## config.mk

```make
export PLATFORM = sky130hd
export DESIGN_NAME = video_delta_scheduler
export DESIGN_NICKNAME = d
export VERILOG_FILES = /design/src/rtl/video_delta_scheduler.sv
export SDC_FILE = /design/constraint.sdc
export NUM_CORES = 1
export LEC_CHECK = 0
export BUFFER_PORTS_ARGS = -buffer_cell sky130_fd_sc_hd__buf_2
export CAP_MARGIN = 20
export CORE_AREA = 2 2 307 309
export CTS_CLUSTER_SIZE = 14
export DETAILED_ROUTE_END_ITERATION = 6
export DIE_AREA = 0 0 309 311
export PLACE_DENSITY_LB_ADDON = 0.05
export SLEW_MARGIN = 20
export SYNTH_ARGS = -nofsm -noshare
export SYNTH_HDL_FRONTEND = slang
export SYNTH_SLANG_ARGS = --single-unit
```

## constraint.sdc

```tcl
create_clock -name clk -period 2.1 [get_ports clk]
set_input_delay 0.105 -clock clk [delete_from_list [all_inputs] [get_ports clk]]
set_output_delay 0.105 -clock clk [all_outputs]
set_load 0.02 [all_outputs]
```

## src/rtl/video_delta_scheduler.sv

```systemverilog
`timescale 1ns/1ps
// video_delta_scheduler
//   Arbitrates the single delta-input port of the ATOMiK core between the
//   camera frame-delta source and the host command path. Each requester owns
//   a one-entry holding slot. Grants alternate round-robin when both slots
//   are full, and the core is driven over a valid/ready handshake.
//
//   The camera cannot be stalled. A strobe that arrives while its slot is
//   still occupied is an overflow. Every overflow bumps a saturating event
//   counter.
//
//   Compile-time option:
//     DELTA_COALESCE_EN  defined   : an overflowing delta is XOR-merged into
//                                    the held delta. The core accumulates by
//                                    XOR, so the merged word is equivalent to
//                                    applying both deltas.
//     DELTA_COALESCE_EN  undefined : an overflowing delta is dropped and the
//                                    older held value is kept.
//
// Ports
//   clk, rst_n                  clock, asynchronous active-low reset
//   cam_delta, cam_ready        camera delta and its single-cycle strobe
//   host_valid/ready/op/delta   host request handshake, opcode and operand
//   core_valid/ready/op/data    request to the core
//   core_src                    source of the request: 0 = camera, 1 = host
//   event_count, cnt_clr        saturating overflow counter and its
//                               synchronous clear
//   busy                        a slot is full or a core request is pending
module video_delta_scheduler #(
  parameter int DATA_WIDTH = 256,
  parameter int CNT_WIDTH  = 16
) (
  input  logic                  clk,
  input  logic                  rst_n,
  input  logic [DATA_WIDTH-1:0] cam_delta,
  input  logic                  cam_ready,
  input  logic                  host_valid,
  output logic                  host_ready,
  input  logic [1:0]            host_op,
  input  logic [DATA_WIDTH-1:0] host_delta,
  output logic                  core_valid,
  input  logic                  core_ready,
  output logic [1:0]            core_op,
  output logic [DATA_WIDTH-1:0] core_data,
  output logic                  core_src,
  output logic [CNT_WIDTH-1:0]  event_count,
  input  logic                  cnt_clr,
  output logic                  busy
);

  typedef enum logic [1:0] {IDLE, GRANT_CAM, GRANT_HOST} state_t;

  localparam logic [CNT_WIDTH-1:0] CNT_MAX = {CNT_WIDTH{1'b1}};
  localparam logic [CNT_WIDTH-1:0] CNT_ONE = {{(CNT_WIDTH-1){1'b0}}, 1'b1};

  state_t                  state_reg;
  logic                    last_grant_reg;   // 1 = host was granted last
  logic                    cam_full_reg;
  logic [DATA_WIDTH-1:0]   cam_buf_reg;
  logic                    host_full_reg;
  logic [DATA_WIDTH-1:0]   host_buf_reg;
  logic [1:0]              host_opbuf_reg;
  logic                    core_valid_reg;
  logic [1:0]              core_op_reg;
  logic [DATA_WIDTH-1:0]   core_data_reg;
  logic                    core_src_reg;
  logic [CNT_WIDTH-1:0]    event_count_reg;

  logic grant_cam;
  logic grant_host;
  logic host_accept;
  logic cam_overflow;

  // The camera wins a tie only when the host was served last.
  assign grant_cam    = (state_reg == IDLE) && cam_full_reg &&
                        (!host_full_reg || last_grant_reg);
  assign grant_host   = (state_reg == IDLE) && host_full_reg && !grant_cam;
  assign host_accept  = host_valid && !host_full_reg;
  // A slot that is being granted on this edge is free for the new strobe.
  assign cam_overflow = cam_ready && cam_full_reg && !grant_cam;

  assign host_ready  = !host_full_reg;
  assign core_valid  = core_valid_reg;
  assign core_op     = core_op_reg;
  assign core_data   = core_data_reg;
  assign core_src    = core_src_reg;
  assign event_count = event_count_reg;
  assign busy        = cam_full_reg || host_full_reg || core_valid_reg;

  // Camera holding slot.
  always_ff @(posedge clk or negedge rst_n) begin
    if (!rst_n) begin
      cam_full_reg <= 1'b0;
      cam_buf_reg  <= '0;
    end else if (cam_ready) begin
      if (!cam_full_reg || grant_cam) begin
        cam_full_reg <= 1'b1;
        cam_buf_reg  <= cam_delta;
      end else begin
`ifdef DELTA_COALESCE_EN
        cam_buf_reg <= cam_buf_reg ^ cam_delta;
`else
        cam_buf_reg <= cam_buf_reg;
`endif
      end
    end else if (grant_cam) begin
      cam_full_reg <= 1'b0;
    end
  end

  // Host holding slot. host_ready is low while the slot is full, so an
  // accept and a grant never coincide.
  always_ff @(posedge clk or negedge rst_n) begin
    if (!rst_n) begin
      host_full_reg  <= 1'b0;
      host_buf_reg   <= '0;
      host_opbuf_reg <= 2'b00;
    end else if (host_accept) begin
      host_full_reg  <= 1'b1;
      host_buf_reg   <= host_delta;
      host_opbuf_reg <= host_op;
    end else if (grant_host) begin
      host_full_reg <= 1'b0;
    end
  end

  // Grant FSM with registered core-side outputs.
  always_ff @(posedge clk or negedge rst_n) begin
    if (!rst_n) begin
      state_reg      <= IDLE;
      last_grant_reg <= 1'b1;
      core_valid_reg <= 1'b0;
      core_op_reg    <= 2'b00;
      core_data_reg  <= '0;
      core_src_reg   <= 1'b0;
    end else begin
      case (state_reg)
        IDLE: begin
          if (grant_cam) begin
            core_data_reg  <= cam_buf_reg;
            core_op_reg    <= 2'b00;
            core_src_reg   <= 1'b0;
            core_valid_reg <= 1'b1;
            last_grant_reg <= 1'b0;
            state_reg      <= GRANT_CAM;
          end else if (grant_host) begin
            core_data_reg  <= host_buf_reg;
            core_op_reg    <= host_opbuf_reg;
            core_src_reg   <= 1'b1;
            core_valid_reg <= 1'b1;
            last_grant_reg <= 1'b1;
            state_reg      <= GRANT_HOST;
          end
        end
        GRANT_CAM, GRANT_HOST: begin
          if (core_ready) begin
            core_valid_reg <= 1'b0;
            state_reg      <= IDLE;
          end
        end
        default: begin
          core_valid_reg <= 1'b0;
          state_reg      <= IDLE;
        end
      endcase
    end
  end

  // Overflow counter: the clear wins over a same-cycle increment, and the
  // count sticks at all-ones.
  always_ff @(posedge clk or negedge rst_n) begin
    if (!rst_n) begin
      event_count_reg <= '0;
    end else if (cnt_clr) begin
      event_count_reg <= '0;
    end else if (cam_overflow && (event_count_reg != CNT_MAX)) begin
      event_count_reg <= event_count_reg + CNT_ONE;
    end
  end

endmodule

```

=== Yosys cells after proc, flatten, opt, wreduce, memory -nomap -nowiden ===
Index checks and enable logic that the tools add are counted.

* Eq/ne operators: 6
* Add/sub/neg operators: 1
* Order comparisons: 0
* Bitwise gates (word level): 0
* Divide/modulo/power cells: 0
* Shifts and indexed selects: 0
* Reductions and logical operators: 25
* Multiply operators: 0
* Mux-type cells: 20

{| class="wikitable"
|+ Operators with widths
! operator !! number
|-
| 2-to-1 mux 256 bit || 2
|-
| 2-to-1 mux 16 bit || 2
|-
| adder 16 x 1 -> 16 bit, second input constant || 1
|-
| != test 16 bit, second input constant || 1
|-
| 2-to-1 mux 2 bit || 5
|-
| 2-to-1 mux 1 bit || 9
|-
| logical AND 1 bit || 8
|-
| AND reduction 2 bit || 4
|-
| nonzero test 2 bit || 4
|-
| logical OR 1 bit || 4
|-
| case mux 2 bit (2 select lines) || 1
|-
| zero test 1 bit || 3
|-
| != test 3 bit, second input constant || 1
|-
| == test 2 x 1 -> 1 bit, second input constant || 1
|-
| == test 2 bit, second input constant || 1
|-
| zero test 2 bit || 1
|-
| != test 2 x 1 -> 1 bit, second input constant || 1
|-
| != test 2 bit, second input constant || 1
|-
| case mux 1 bit (2 select lines) || 1
|-
| OR reduction 2 bit || 1
|}

* Bits of input ports: 520
* Output and inout port bits: 278
* RAM bits: 0
* Bits in latches: 0
* Bits in read-only memories: 0
* Memories kept: 0
* Flip-flop bits (word level): 795

=== Longest topological paths before layout ===
Gate-level depths: netlist (run 1).

* Depth after elaboration: 8
* Depth in mapped cells: 10
* Depth with buffers taken out: 6

=== Least setup slack after synthesis (run 1) ===
No wires, ideal clock.

* Kind: reg-to-reg
* Start: register event_count_reg[0] (netlist: event_count[0])
* End: register event_count_reg[10] (netlist: event_count[10])
* Arrival: 1.767 ns
* Setup time: 0.125 ns
* Cell stages (with the launch flop): 6
* Period minus slack after synthesis: 1.892 ns
* Path slack: 0.208 ns
* Path through: dfrtp_1 -> ha_1 -> nand3_1 -> or2_1 -> nor4_1 -> mux2_2

* Word-level cells in the longest chain between the ends: 3
* Elaborated cells between the ends (all ways): 6

{| class="wikitable"
|+ Ends and longest elaborated chain
! what !! RTL line !! RTL
|-
| from (decl) || 67 || <nowiki>logic [CNT_WIDTH-1:0] event_count_reg;</nowiki>
|-
| from (signal assigned) || 177 || <nowiki>event_count_reg <= event_count_reg + CNT_ONE;</nowiki>
|-
| adder 16 x 1 -> 16 bit / != test 16 bit (equally long branches) || 177, 176 ||
|-
| 2-to-1 mux 16 bit / logical AND 1 bit (equally long branches) || 176 || <nowiki>end else if (cam_overflow && (event_count_reg != CNT_MAX)) begin</nowiki>
|-
| 2-to-1 mux 16 bit / nonzero test 2 bit (equally long branches) || n/a ||
|}

Several ways; a longest one is shown, not always the timed one. The select of a mux whose other input is x is not followed.
A chain may end at the register's enable or synchronous reset.

=== Worst setup path in the final report (run 1) ===
* Start: register cam_full_reg
* End: output busy

* Word-level cells in the longest chain between the ends: 2

{| class="wikitable"
|+ Ends and longest elaborated chain
! what !! RTL line !! RTL
|-
| from (decl) || 58 || <nowiki>logic cam_full_reg;</nowiki>
|-
| from (signal assigned) || 93 || <nowiki>cam_full_reg <= 1'b0;</nowiki>
|-
| from (signal assigned) || 97 || <nowiki>cam_full_reg <= 1'b1;</nowiki>
|-
| from (signal assigned) || 107 || <nowiki>cam_full_reg <= 1'b0;</nowiki>
|-
| logical OR 1 bit (2 in a row) || 88 || <nowiki>assign busy = cam_full_reg || host_full_reg || core_valid_reg;</nowiki>
|-
| to (decl) || 48 || <nowiki>output logic busy</nowiki>
|}

No other way between the ends.

==> results summary, run 1 <==
The detailed-route DRC error count came out at 0. Compared with the post-synthesis result, the final layout area differs by 43.9%. For this run, the leading register cell type out of synthesis is dfrtp_1. No sink is reached through more buffers than the 3 on the longest clock path. The boundary pin count came out at 798.

The clock tree from TritonCTS is done. The worst IR drop on VDD is 1.13 mV. The net count reported at finish came out at 4239. The synthesized netlist devotes 4.65% of its cell area to compound gates. The count of endpoints failing hold in the final timing report is 0. The number of slew-limit violations in the final report came to 0. Entering global routing, the biggest net connects 100 pins.

The post-detailed-route count of antenna-violating nets came out at 0. For the worst-skew pair, the clock arrives at the later sink with an insertion delay of 640 ps. The end of the critical path is busy. The most critical setup path has its startpoint at cam_full_reg. Summing the areas of all xor and xnor instances in the mapped netlist gives 0% of the synthesized area. The final critical delay including setup and external delays came out at 1990 ps. The fraction of final layout cells with drive strength greater than 1 came out at 34.8%.

The die outline area is 0.0961 mm². The worst setup path is launched from a register. In this run the critical register-to-register path is captured at event_count[9].

In this run the cell area measured after placement is 0.0383 mm². The power per unit of standard cell area came out at 1560 mW/mm². Port buffering added 797 buffers. The clock sink count came out at 795. In this run the tightest slew margin relative to its limit is 38.3%. The final cycle utilization of the critical path is 94.8%. The final estimated routing congestion in global placement came out at 0.828. The ratio of routed vias to standard cells is 4.64.

For the worst setup path, the data arrival time is 1890 ps. The mux contribution to synthesized area is 26.2%. The warning count from the yosys run came out at 0.

The final layout contains routed wiring with a total length of 103000 µm. The clock transition time at the flip-flop clock pins of the worst setup and hold paths is 60 ps. The setup check on the worst reg-to-reg path leaves a slack of 130 ps. After Yosys synthesis, and, or, nand and nor cells account for 4.21% of the synthesized area.

The number of placed instances, taps included, is 4357. The routed layout has 23488 vias. In this run the standard cell core region covers 0.0928 mm². The violation count after the first detailed-route iteration came out at 1104. After technology mapping, the gate count stands at 2354. The startpoint of the worst register-to-register path is state_reg[0].

The post-synthesis net count came out at 2876. After synthesis the netlist holds a flip-flop and latch count of 795. In this run the most critical hold path is launched from host_valid. The total number of H-tree levels is 3. The worst hold slack across all endpoints came out at 121 ps. The initial utilization of the core area, before any placement, comes to 34.9%. The post-synthesis area per instance came out at 13.8 µm². Excluding fillers, the count of instances in the completed layout stands at 5067. Setup repair after global routing left no endpoint under its margin. After filler insertion, the fill cell instance count of the layout stands at 8371. The height of the die came out at 311 µm. CTS placed an instance of clkbuf_16 at the clock tree root. The min-delay analysis places its worst path in the category input pin to register. The global-route wire length before repair came out at 157000 µm. Yosys mapped a number of flops with a built-in enable equal to 0. The average wire per standard cell came out at 20.4 µm. Of all nets on the critical path, the largest fanout is 7. The cell area after technology mapping came out at 0.0324 mm².

The post-synthesis cell type count is 46. The final clock skew is 15.4 ps. TritonCTS created 91 clock buffers. The total grt overflow is 0.

The required time of the critical path came out at 2000 ps. The count of maximum capacitance violations came out at 0. The run finished with clean final reports. The number of core rows is 112. The via count of the first global-routing pass came out at 25951. The number of antenna violations at the first check in global routing is 38. With fillers left out, the area of the finished cells amounts to 0.0466 mm². The worst path meets setup with 109 ps of slack.

The worst register-to-register path has a depth of 7. The combinational family with the most area after synthesis is multiplexers. The share of flip-flops with an asynchronous set or reset came out at 100%. The worst slack at placement came out at -76.2 ps. The die width is 309 µm.

The worst setup path is of the register to output port kind. Based on the critical path, the design can be clocked at up to 502 MHz. The post-synthesis sequential area ratio came out at 61.4%.

The worst setup path is captured at an output port. The transition time of the tightest slew-check pin came out at 922 ps. After legalization and detailed placement, the total HPWL measured 74100 µm. The final number of setup-violating endpoints is 0. The leakage power total came out at 22.3 nW. The total track usage came out at 21.5%. The adder-cell share of the synthesized area is 0.0773%. The first detailed-routing pass took 4 iterations.
## stage by stage
| step | power (mW) | utilization [%] | setup TNS (ps) |
|---|---|---|---|
| 2_1_floorplan | 46.6 | - | 0 |
| 3_3_place_gp | 55.8 | 41.3 | -387 |
| 3_5_place_dp | 56.7 | 41.3 | -410 |
| 4_1_cts | 73.9 | 50.2 | 0 |
| 5_1_grt | 77.7 | 50.2 | 0 |
| 6_report | 72.7 | 50.2 | 0 |
## cell usage in the layout, fill, tap and decap left out, types with 3 or more instances in the layout
cell type	synthesis	routed
mux2_2	269	269
nand2_1	263	262
bufinv_16	0	5
a22o_1	3	3
inv_1	7	7
nand4_1	4	4
o21ai_1	230	230
nor4_1	4	4
dfrtp_1	794	794
a21oi_1	9	9
clkinv_2	0	10
buf_2	36	796
mux2_1	257	257
a211oi_1	6	6
nand2b_1	4	4
o21ai_0	26	26
buf_4	10	55
diode_2	0	28
dlygate4sd3_1	0	519
clkbuf_8	0	28
nand3_1	8	8
mux2i_1	257	257
buf_12	0	50
clkbuf_16	0	93
clkbuf_1	51	23
nor2_1	18	18
nor2b_1	12	11
and3_1	4	4
## power by group
part,switching [mW],internal [mW],leakage [nW]
clock,6.33,9.69,1.49
combinational,16.1,13.3,11.3
sequential,4.04,23.2,9.49
## timing repair
| action | in CTS | in global routing |
|---|---|---|
| endpoints found under the hold margin | 1187 | 0 |
| buffers inserted | 0 | 1 |
| hold buffers | 520 | 0 |
| pin swaps | 0 | 1 |
| resized for setup | 1 | 0 |
| setup endpoints to repair | 10 | 6 |
## how the worst min path moves through the flow
stage                       endpoint  slack, ps  depth (start not counted)
floorplan             cam_buf_reg[0]       -190                          0
global placement    cam_buf_reg[213]        110                          1
detailed placement  cam_buf_reg[192]        110                          1
CTS                 host_buf_reg[25]         80                          4
global route        host_buf_reg[96]        120                          4
finish              host_buf_reg[25]        120                          4
## worst max-delay path, cell delays in order, from the launching register on
cell,delay [ps]
dfrtp_1,500
buf_4,220
or3_1,340
buf_2,180
## cells in the mapped netlist (6+ instances only)
cell type	instances	area, µm²
mux2_1	257	2890
buf_2	36	180
nor2_1	18	67.6
nand3_1	8	40.0
a21oi_1	9	45.0
nand2_1	263	987
buf_6	39	439
mux2i_1	257	2570
a211oi_1	6	45.0
inv_1	7	26.3
clkbuf_1	51	191
dfrtp_1	794	19900
mux2_2	269	3030
buf_8	12	180
o21ai_1	230	1150
buf_4	10	75.1
o21ai_0	26	130
nor2b_1	12	75.1
## layout make-up
type | count | area, µm² | share of cell area (%)
Multi-Input combinational cell | 1401 | 11400 | 24.5
Antenna cell | 28 | 70.1 | 0.150
Clock inverter | 17 | 218 | 0.467
Timing Repair Buffer | 1421 | 10600 | 22.8
Clock buffer | 144 | 2800 | 6.01
Inverter | 7 | 26.3 | 0.0564
Sequential cell | 795 | 19900 | 42.7
Tap cell | 1254 | 1570 | 3.37
## metal layers
| layer | vias up | share of wire, % | track usage, % |
|---|---|---|---|
| met2 | 626 | 50 | 36.8 |
| li1 | 10989 | - | - |
| met5 | - | 0.16 | 0 |
| met1 | 11663 | 40 | 25.3 |
| met4 | 22 | 3.9 | 9.34 |
| met3 | 188 | 6.2 | 5.62 |
## logic make-up after synthesis
kind of cell | after synthesis
AOI/OAI and AO/OA | 287
muxes | 783
DFF | 795
buffers and inverters | 158
and+or+nand+nor | 329
adders and majority gates | 2
Power figures use the tool's default switching activity.
==> run 2, diff against run 1 <==
--- a/config.mk
+++ b/config.mk
@@ -11,6 +11,7 @@
 export CTS_CLUSTER_SIZE = 14
 export DETAILED_ROUTE_END_ITERATION = 6
 export DIE_AREA = 0 0 309 311
+export MAX_ROUTING_LAYER = met4
 export PLACE_DENSITY_LB_ADDON = 0.05
 export SLEW_MARGIN = 20
 export SYNTH_ARGS = -nofsm -noshare
==> run 2 against run 1 <==
Via count decreased by 0.29%. Critical path depth unchanged. Worst hold slack worse by 4.3 ps. Clock skew down 0.62 ps. Die area did not move. Register-to-register slack about the same. First-iteration DRC count shrank 5.5%.
==> results summary, run 2 (synthesis gave the netlist of run 1 again) <==
Setup repair after global routing left no endpoint under its margin. In this run the critical register-to-register path is captured at cam_buf_reg[98]. The required time of the critical path is 2000 ps.

The signal on the critical path passes through buf_4, or3_1, buf_2. The fraction of final layout cells with drive strength greater than 1 is 34.8%. The clock passes through at most 3 buffers.

The total track usage is 22.1%. The worst setup path is launched from a register. Net switching is 36.4% of the power.

For the worst flop-to-flop path, the logic depth is 8. The boundary pin count came out at 798. The layout-stage area growth over the synthesis result is 44.0%. In this run the critical register-to-register path is launched from state_reg[1].

The post-detailed-route count of antenna-violating nets is 0. The worst hold path passes through 4 cells. The worst IR drop on VDD came out at 1.13 mV. The total net switching power is 26.5 mW. The total wirelength of the detailed-routed design came out at 103000 µm.

The die covers 0.0961 mm². The clock tree root driver cell is clkbuf_16. The fmax came out at 503 MHz.

The first global-routing pass estimated 157000 µm of wire. Summed over all cells, the static leakage comes to 22.3 nW. The setup slack on the worst flop-to-flop path is 140 ps.

The run finished with clean final reports. The clock sink count came out at 795. The detailed-route DRC error count is 0. The insertion delay of the later-clocked pin in the worst-skew pair came out at 650 ps. Leaving out fill and tap cells, the most frequent cell in the layout is buf_2. The proportion of power drawn by flip-flops and latches came out at 37.5%. For hold timing, the worst endpoint is host_buf_reg[25].

The number of slew-limit violations in the final report is 0. Setup violations remaining at the end of the flow were counted as 0. Among cell families on the critical path, the largest total delay comes from flip-flops. The count of endpoints failing hold in the final timing report is 0. The number of core rows is 112. The worst hold path begins at host_valid. The path category of the worst min-delay check is input pin to register.

The via count of the first global-routing pass is 25939. The HPWL after detailed placement is 74100 µm. The number of antenna violations at the first check in global routing is 46. The layout has 8358 filler cells.

The count of buffers inserted at the top-level ports came out at 797. The ratio of routed vias to standard cells is 4.60. The relative slew slack came out at 40.7%. The setup TNS came out at 0 ps.

The transition time of the tightest slew-check pin is 887 ps. The die width came out at 309 µm. The count of maximum capacitance violations is 0.

Combinational logic is responsible for 40.5% of the overall power. At the end of the flow the core is filled with cells to 50.3%. TritonCTS built the clock tree. The number of iterations in the first detailed-routing pass is 4.

The final critical path takes up 94.7% of the cycle. The net count reported at finish came out at 4239. The worst setup path is captured at an output port. The via total after detailed routing came out at 23420. The worst endpoint data arrival time came out at 1880 ps. After detailed routing, the average wire length per cell comes to 20.3 µm.

The final estimated routing congestion in global placement came out at 0.841. Leaving out fill and tap cells, the most frequent cells in the layout are 796 x buf_2, 794 x dfrtp_1, 519 x dlygate4sd3_1. The violation count after the first detailed-route iteration is 1043. The critical path class is register to output port.

The power per unit of standard cell area came out at 1560 mW/mm². Along the worst path, the maximum fanout reaches 7. The effective utilization at floorplan came out at 34.9%.

Together, buffers and inverters on the worst path number 2. The total grt overflow came out at 0. The cell at the slowest stage of the critical path is dfrtp_1. The placeable core region is 0.0928 mm².

Counting the buffers created by CTS gives 91. The height of the die is 311 µm. The clock arrives with 14.7 ps of skew. The maximum number of pins on one net before global-route repair came out at 100. The cell internal power dissipation is 46.2 mW. The final critical delay including setup and external delays is 1990 ps.

The clock transition time at the flip-flop clock pins of the worst setup and hold paths is 60 ps. The clock power share is 22.0%. The biggest cell delay along the critical path came out at 500 ps.

The total number of H-tree levels is 3.
-- run 2: changes by cell type in the layout (fill, tap and decap cells not counted), sizes merged --
cell / previous run / this run
diode: 28 / 47
-- run 2: per-stage QoR --
step / cells / power (mW) / setup WS [ps] / hold slack [ps] / area [µm²]
6_report: 5086 / 72.7 / 111 / 117 / 46700
3_3_place_gp: 4357 / 55.8 / -72.8 / 113 / 38300
2_1_floorplan: 2354 / 46.6 / 208 / -191 / 32400
3_5_place_dp: 4357 / 56.7 / -76.2 / 111 / 38300
5_1_grt: 5085 / 77.7 / 24.1 / 117 / 46600
4_1_cts: 5038 / 73.9 / 35.6 / 75.5 / 46500
-- run 2: worst max-delay path by stage --
| stage | endpoint | from | slack [ps] | cells past startpoint |
|---|---|---|---|---|
| 3_3_place_gp | event_count[0] | event_count[0] | -70 | 5 |
| 6_report | busy | cam_full_reg | 110 | 3 |
| 3_5_place_dp | event_count[3] | event_count[1] | -80 | 5 |
| 2_1_floorplan | event_count[10] | event_count[0] | 210 | 5 |
| 5_1_grt | core_data[24] | state_reg[1] | 20 | 8 |
| 4_1_cts | busy | cam_full_reg | 40 | 3 |
-- run 2: what timing repair did --
action / CTS / global route
hold buffers: 520 / 0
endpoints found under the setup margin: 10 / 6
pin swaps: 0 / 1
setup buffers: 0 / 1
hold endpoints to repair: 1187 / 0
gates resized for setup: 1 / 0
-- run 2: worst reg2reg max path: cells and delay by family, from the launching register on --
| family | cells | cell delay, ps |
|---|---|---|
| compound gates | 1 | 200 |
| flops | 1 | 390 |
| buf+inv | 4 | 550 |
| fa+ha+maj | 1 | 230 |
| mux | 1 | 370 |
| simple gates | 1 | 100 |
-- run 2: power groups by stage --
stage          registers [mW]  logic [mW]  clock network [mW]
2_1_floorplan            29.4        17.2                   0
3_3_place_gp             27.2        28.6                   0
3_5_place_dp             27.5        29.1                   0
4_1_cts                  27.3        30.0                16.5
5_1_grt                  28.2        32.3                17.3
6_report                 27.2        29.4                16.0
-- run 2: cell type report --
| cell class | instances | area, µm² | share of cell area [%] |
|---|---|---|---|
| antenna | 47 | 118 | 0.252 |
| clock buffer | 144 | 2800 | 6.00 |
| inverter | 7 | 26.3 | 0.0563 |
| timing repair buffer | 1421 | 10600 | 22.7 |
| tap | 1254 | 1570 | 3.36 |
| clock inverter | 17 | 218 | 0.467 |
| sequential | 795 | 19900 | 42.6 |
| multi-input combinational | 1401 | 11400 | 24.5 |
-- run 2: layer usage --
| metal | share of wire (%) | routed length, µm | vias up | GRT usage [%] |
|---|---|---|---|---|
| li1 | - | - | 11015 | - |
| met3 | 6.2 | 6370 | 178 | 5.29 |
| met1 | 40 | 41700 | 11587 | 25.6 |
| met5 | 0 | 0 | - | - |
| met2 | 50 | 51300 | 640 | 36.7 |
| met4 | 4.0 | 4120 | 0 | 9.43 |
